`config.mk`:
```
export PLATFORM = sky130hd
export DESIGN_NAME = boot_loader
export DESIGN_NICKNAME = d
export VERILOG_FILES = /design/src/rtl/boot_loader_pkg.sv /design/src/rtl/byte_assembler.sv /design/src/rtl/boot_loader.sv
export SDC_FILE = /design/constraint.sdc
export NUM_CORES = 1
export LEC_CHECK = 0
export ABC_AREA = 0
export ABC_CLOCK_PERIOD_IN_PS = 6750
export CAP_MARGIN = 10
export CORE_MARGIN = 1.5
export CORE_UTILIZATION = 35
export DETAILED_ROUTE_END_ITERATION = 16
export PLACE_DENSITY = 0.57
export SKIP_CTS_REPAIR_TIMING = 1
export SYNTH_ARGS = -nofsm -noshare
export SYNTH_HDL_FRONTEND = slang
export SYNTH_HIERARCHICAL = 1
export SYNTH_SLANG_ARGS = --single-unit
```
`constraint.sdc`:
```
create_clock -name clk -period 6.75 [get_ports clk]
set_input_delay 0.675 -clock clk [delete_from_list [all_inputs] [get_ports clk]]
set_output_delay 0.675 -clock clk [all_outputs]
set_load 0.005 [all_outputs]
```
`src/rtl/boot_loader_pkg.sv`:
```
// Shared definitions for the boot loader: FSM state encoding and word geometry.
package boot_loader_pkg;

    localparam int unsigned BYTES_PER_WORD = 4;

    typedef enum logic [2:0] {
        StHdr,
        StLoad,
        StChk,
        StRun,
        StErr
    } state_e;

endpackage

```
`src/rtl/byte_assembler.sv`:
```
// Collects accepted stream bytes into little-endian 32-bit words; word_valid pulses
// in the cycle the final byte of a word is accepted.
module byte_assembler
    import boot_loader_pkg::*;
(
    input  logic        clk,
    input  logic        rst,
    input  logic        clear,
    input  logic        byte_valid,
    input  logic [7:0]  byte_data,
    output logic        word_valid,
    output logic [31:0] word
);

    logic [1:0]  cnt_q, cnt_d;
    // Only the first three bytes need storage; the fourth is taken live.
    logic [23:0] sr_q, sr_d;

    always_comb begin
        cnt_d      = cnt_q;
        sr_d       = sr_q;
        word_valid = 1'b0;
        if (clear) begin
            cnt_d = '0;
        end else if (byte_valid) begin
            sr_d       = {byte_data, sr_q[23:8]};
            cnt_d      = cnt_q + 2'd1;
            word_valid = (cnt_q == 2'(BYTES_PER_WORD - 1));
        end
    end

    assign word = {byte_data, sr_q};

    always_ff @(posedge clk or negedge rst) begin
        if (!rst) begin
            cnt_q <= '0;
            sr_q  <= '0;
        end else begin
            cnt_q <= cnt_d;
            sr_q  <= sr_d;
        end
    end

endmodule

```
`src/rtl/boot_loader.sv`:
```
// Boot-time image loader: writes a length-prefixed word stream into instruction memory and
// holds the CPU in reset until done. BOOT_LOADER_CHECKSUM_EN adds a trailing checksum word.
module boot_loader
    import boot_loader_pkg::*;
#(
    parameter int unsigned              ADDRESS_WIDTH = 32,
    parameter int unsigned              DATA_WIDTH    = 32,
    parameter int unsigned              DEPTH_WORDS   = 256,
    parameter logic [ADDRESS_WIDTH-1:0] BASE_ADDR     = '0
) (
    input  logic                     clk,
    input  logic                     rst,
    input  logic                     in_valid,
    input  logic [7:0]               in_data,
    output logic                     in_ready,
    input  logic                     reload,
    output logic                     imem_we,
    output logic [ADDRESS_WIDTH-1:0] imem_addr,
    output logic [DATA_WIDTH-1:0]    imem_wdata,
    output logic                     cpu_rst,
    output logic                     done,
    output logic                     error
);

    // One extra bit so a full-depth count N == DEPTH_WORDS is representable.
    localparam int unsigned IdxW     = $clog2(DEPTH_WORDS) + 1;
    localparam logic [31:0] MaxWords = 32'(DEPTH_WORDS);

    state_e                   state_q, state_d;
    logic [IdxW-1:0]          idx_q, idx_d;
    logic [IdxW-1:0]          n_q, n_d;
    logic                     imem_we_q, imem_we_d;
    logic [ADDRESS_WIDTH-1:0] imem_addr_q, imem_addr_d;
    logic [DATA_WIDTH-1:0]    imem_wdata_q, imem_wdata_d;
`ifdef BOOT_LOADER_CHECKSUM_EN
    logic [31:0]              sum_q, sum_d;
`endif

    logic        accept;
    logic        word_valid;
    logic [31:0] word;

    assign accept = in_valid && in_ready;

    byte_assembler u_byte_assembler (
        .clk        (clk),
        .rst        (rst),
        .clear      (reload),
        .byte_valid (accept),
        .byte_data  (in_data),
        .word_valid (word_valid),
        .word       (word)
    );

    always_comb begin
        state_d      = state_q;
        idx_d        = idx_q;
        n_d          = n_q;
        imem_we_d    = 1'b0;
        imem_addr_d  = imem_addr_q;
        imem_wdata_d = imem_wdata_q;
`ifdef BOOT_LOADER_CHECKSUM_EN
        sum_d        = sum_q;
`endif
        if (reload) begin
            state_d = StHdr;
            idx_d   = '0;
        end else begin
            case (state_q)
                StHdr: begin
                    if (word_valid) begin
                        n_d   = word[IdxW-1:0];
                        idx_d = '0;
`ifdef BOOT_LOADER_CHECKSUM_EN
                        sum_d = word;
`endif
                        if (word > MaxWords) begin
                            state_d = StErr;
                        end else if (word == '0) begin
`ifdef BOOT_LOADER_CHECKSUM_EN
                            state_d = StChk;
`else
                            state_d = StRun;
`endif
                        end else begin
                            state_d = StLoad;
                        end
                    end
                end
                StLoad: begin
                    if (word_valid) begin
                        imem_we_d    = 1'b1;
                        imem_addr_d  = BASE_ADDR + ADDRESS_WIDTH'({idx_q, 2'b00});
                        imem_wdata_d = DATA_WIDTH'(word);
                        idx_d        = idx_q + 1'b1;
`ifdef BOOT_LOADER_CHECKSUM_EN
                        sum_d        = sum_q + word;
                        if (idx_d == n_q) begin
                            state_d = StChk;
                        end
`endif
                    end
`ifndef BOOT_LOADER_CHECKSUM_EN
                    // Release the CPU only once the final write strobe has been issued.
                    if (imem_we_q && idx_q == n_q) begin
                        state_d = StRun;
                    end
`endif
                end
`ifdef BOOT_LOADER_CHECKSUM_EN
                StChk: begin
                    if (word_valid) begin
                        state_d = (word == sum_q) ? StRun : StErr;
                    end
                end
`endif
                default: ;
            endcase
        end
    end

    always_ff @(posedge clk or negedge rst) begin
        if (!rst) begin
            state_q      <= StHdr;
            idx_q        <= '0;
            n_q          <= '0;
            imem_we_q    <= 1'b0;
            imem_addr_q  <= BASE_ADDR;
            imem_wdata_q <= '0;
`ifdef BOOT_LOADER_CHECKSUM_EN
            sum_q        <= '0;
`endif
        end else begin
            state_q      <= state_d;
            idx_q        <= idx_d;
            n_q          <= n_d;
            imem_we_q    <= imem_we_d;
            imem_addr_q  <= imem_addr_d;
            imem_wdata_q <= imem_wdata_d;
`ifdef BOOT_LOADER_CHECKSUM_EN
            sum_q        <= sum_d;
`endif
        end
    end

    assign in_ready   = (state_q == StHdr) || (state_q == StLoad) || (state_q == StChk);
    assign cpu_rst    = (state_q != StRun);
    assign done       = (state_q == StRun);
    assign error      = (state_q == StErr);
    assign imem_we    = imem_we_q;
    assign imem_addr  = imem_addr_q;
    assign imem_wdata = imem_wdata_q;

endmodule

```
==> results_tabular.tex <==
\begin{tabular}{lr}
\hline
Metric & Value \\
\hline
\multicolumn{2}{l}{\textbf{Setup path}} \\
Worst path buffer plus inverter count & 3 \\
Highest net fanout along the worst path & 48 \\
Category of the most critical setup path & in2reg \\
Worst Setup Start Kind & input pin \\
Largest incremental delay on the critical path & about 0.8 ns \\
Element type at the critical path end & register \\
Required time of the worst setup path & approximately 7 ns \\
Data arrival time at the worst-slack endpoint & approximately 3.4 ns \\
Slowest cell on crit path & nor2b\_4 \\
Critical path, cell by cell & clkdlybuf4s50\_1, nor2b\_4, and2\_1, nand4b\_1, inv\_1, buf\_4, nand4\_1, o21ai\_0 \\
Cell family contributing the most delay on the critical path & simple AND/OR/NAND/NOR gates \\
\multicolumn{2}{l}{\textbf{Logic synthesis}} \\
Distinct cells, synth & 40 \\
Yosys warnings & 6 \\
Fraction of synthesized area in multiplexers & 11.90\% \\
Most used standard cell by instance count after synthesis & nand2\_1 \\
Post-synth top area share & a little over half \\
Top flip-flop cell by instance count after synthesis & dfrtp\_1 \\
Async S/R FF share, synth & 100.0\% \\
Cell area after technology mapping & between 0.004 and 0.005 mm\^{}2 \\
Synth Area in Compound Gates & 3.845\% \\
Sequential element share of the synthesized area & approximately 55\% \\
Most common library cells after synthesis & 130 x nand2\_1, 89 x dfrtp\_1, 32 x buf\_4 \\
Average cell area after synthesis & between 10 and 15 um\^{}2 \\
Synthesized netlist cell count & $\sim$380 \\
Combinational family with the most area after synthesis & simple AND/OR/NAND/NOR gates \\
Seq cells post-synth & roughly 90 \\
Area share of fa/ha/maj cells after synthesis & less than 1\% \\
Count of flip-flops with a built-in enable after synthesis & 0 \\
Synth Area in XOR/XNOR & under 10\% \\
Synth top area cells & dfrtp\_1 55\%, nand2\_1 12\%, mux2\_4 7.0\% \\
Cell type contributing the most total cell area after synthesis & dfrtp\_1 \\
Synthesized-area fraction occupied by and/or/nand/nor cells & $\sim$18\% \\
\multicolumn{2}{l}{\textbf{Routing}} \\
Post-DR vias/cell & 4.727 \\
DR vias & $\sim$2700 \\
Remaining number of nets flagged by the antenna check after routing & 0 \\
Iter 0 DRT Violations & just over 80 \\
Wire length reported by the detailed router & 8093 um \\
Detailed-routing iteration count for the pre-antenna-repair pass & 4 \\
Post-detailed-route DRC marker count & 0 \\
Final routed wire length divided by cell count & roughly 14 um \\
\multicolumn{2}{l}{\textbf{Clocking}} \\
Number of H-tree levels & 3 \\
Clock sink count & 89 \\
Insertion delay to the later sink of the worst-skew pair & between 0.3 and 0.4 ns \\
Number of buffers created by CTS & 9 \\
Clock-pin slew on the worst setup and hold paths & 0.07 ns \\
Clock tree from TritonCTS & done \\
Clk Tree Root Cell & clkbuf\_16 \\
Max Buffers Root-to-Sink & 2 \\
\multicolumn{2}{l}{\textbf{Floorplanning}} \\
Core region area & between 0.01 and 0.015 mm\^{}2 \\
Number of I/O pins & 81 \\
Die area & about 0.012 mm\^{}2 \\
Number of rows created at floorplan & 39 \\
Vert. Die Dim & 110.8 um \\
Die X-Extent & roughly 110 um \\
Initial Util & between 30\% and 40\% \\
\multicolumn{2}{l}{\textbf{Timing}} \\
Number of setup violations in the final report & 0 \\
Fmax & 0.3220 GHz \\
Slew at the pin closest to its max-slew limit & about 0.9 ns \\
Normalized max-slew margin & 41.34\% \\
Final Max Slew Viols & 0 \\
Final worst path period need & 3.106 ns \\
Worst-case clock skew & $\sim$0.0082 ns \\
Final hold viol count & 0 \\
Final-layout setup total negative slack & 0 ns \\
RSZ-0062 raised after global routing & no \\
Final clock period utilization by the worst path & between 40 and 50\% \\
\multicolumn{2}{l}{\textbf{Global routing}} \\
Global-route wire length before repair & between 10000 and 15000 um \\
Combined global-route utilization of all metal layers & roughly 14\% \\
Met1 demand-to-capacity share in global routing & approximately a fifth \\
Antenna violations before repair & 0 \\
Via count of the first global-routing pass & about 2700 \\
Met3 track demand over resource in global routing & 3.445\% \\
Sum of overflow across all layers after global routing & 0 \\
Global routing usage on met2 & between 20\% and 30\% \\
Pin count of the biggest net entering global routing & 63 \\
Layer with the highest usage & met2 \\
\multicolumn{2}{l}{\textbf{Layout}} \\
Antenna cells & 0 \\
Syn-to-layout area delta & 19.38\% \\
Total number of nets in the final design & 444 \\
Final cell utilization of the core & a little over two fifths \\
Share of layout cells above drive strength 1 & 13.10\% \\
\multicolumn{2}{l}{\textbf{Power and ir drop}} \\
Total chip power & approximately 0.0013 W \\
VDD IR-drop max & 0.0001929 V \\
P\_leak & between 2 and 2.5 nW \\
Power density relative to cell area & $\sim$260 mW/mm\^{}2 \\
\multicolumn{2}{l}{\textbf{Flow run}} \\
Count of maximum capacitance violations & 0 \\
\multicolumn{2}{l}{\textbf{Placed design}} \\
Count of input and output buffers & 57 \\
Routability cong. & around 0.75 \\
DP HPWL & about 5500 um \\
\multicolumn{2}{l}{\textbf{Outcome}} \\
Status & finished clean \\
\multicolumn{2}{l}{\textbf{Worst hold path}} \\
Worst hold-check path type & in2async \\
\hline
\end{tabular}
==> placed cells by master (no fill, tap or decap), types with 7 or more instances in the layout <==
cell             synthesis  routed
dfrtp_1                 89      89
nand2_1                130     130
clkdlybuf4s50_1          0      56
nor4_1                   8       8
mux2_2                  14      14
clkbuf_16                0       9
o21ai_0                 14      14
mux2_4                  19      19
conb_1                   1      23
nor2_1                   7       7
==> path summary, 6_finish.rpt <==
kind	from	endpoint	slack, ns	depth (start not counted)
worst max-delay path	reload	idx_q[7]	3.64	8
worst min-delay path	rst	imem_wdata[22]	0.25	1
worst max register to register	state_q[0]	idx_q[7]	3.76	9
worst min register to register	imem_addr[6]	imem_addr[6]	0.47	2
max in group asynchronous	rst	u_byte_assembler/sr_q[5]	5.38	2
min in group clk	imem_addr[6]	imem_addr[6]	0.47	2
==> kinds of logic after synthesis <==
| family | count (synthesis) |
|---|---|
| AND/OR/NAND/NOR | 168 |
| multiplexers | 37 |
| XOR/XNOR | 10 |
| other | 1 |
| AO/OA/AOI/OAI | 26 |
| buffers and inverters | 51 |
| adder cells (fa/ha/maj) | 2 |
| flip-flops | 89 |
==> stage by stage <==
step                      cells  hold slack [ns]  instance area, um^2  setup WS [ns]
after global placement      562           0.4621                 4576          3.351
after detailed placement    562           0.4624                 4576          3.268
after CTS                   578           0.2602                 4856          3.607
final                       578           0.2522                 4856          3.644
after floorplan             406           0.3794                 4150          4.347
after global routing        578           0.2707                 4856          3.290
==> flip-flops by register name (all words and copies together), names as in the netlist <==
signal                  count
state_q                     3
imem_we                     1
n_q                         9
imem_wdata                 32
idx_q                       9
imem_addr                   9
u_byte_assembler/cnt_q      2
u_byte_assembler/sr_q      24
==> metal layers <==
| layer | vias up | share of wire [%] |
|---|---|---|
| li1 | 1298 | - |
| met1 | 1343 | 48 |
| met2 | 84 | 46 |
| met3 | 7 | 4.7 |
| met4 | 0 | 1.1 |
| met5 | - | 0 |
==> final cells by class <==
| cell class | count | area (um^2) |
|---|---|---|
| clock buffer | 9 | 225.2 |
| clock inverter | 7 | 55.05 |
| inverter | 4 | 15.01 |
| timing repair buffer | 60 | 590.6 |
| fill | 1128 | 6514 |
| multi-input combinational | 266 | 1564 |
| sequential | 89 | 2227 |
| tap | 143 | 178.9 |
==> where the power goes <==
group | internal, W | switching (W)
Sequential | 0.000591 | 0.0000794
Clock | 0.000251 | 0.000215
Combinational | 0.0000873 | 0.0000432
Total | 0.000930 | 0.000338
(Power assumes the default switching activity.)
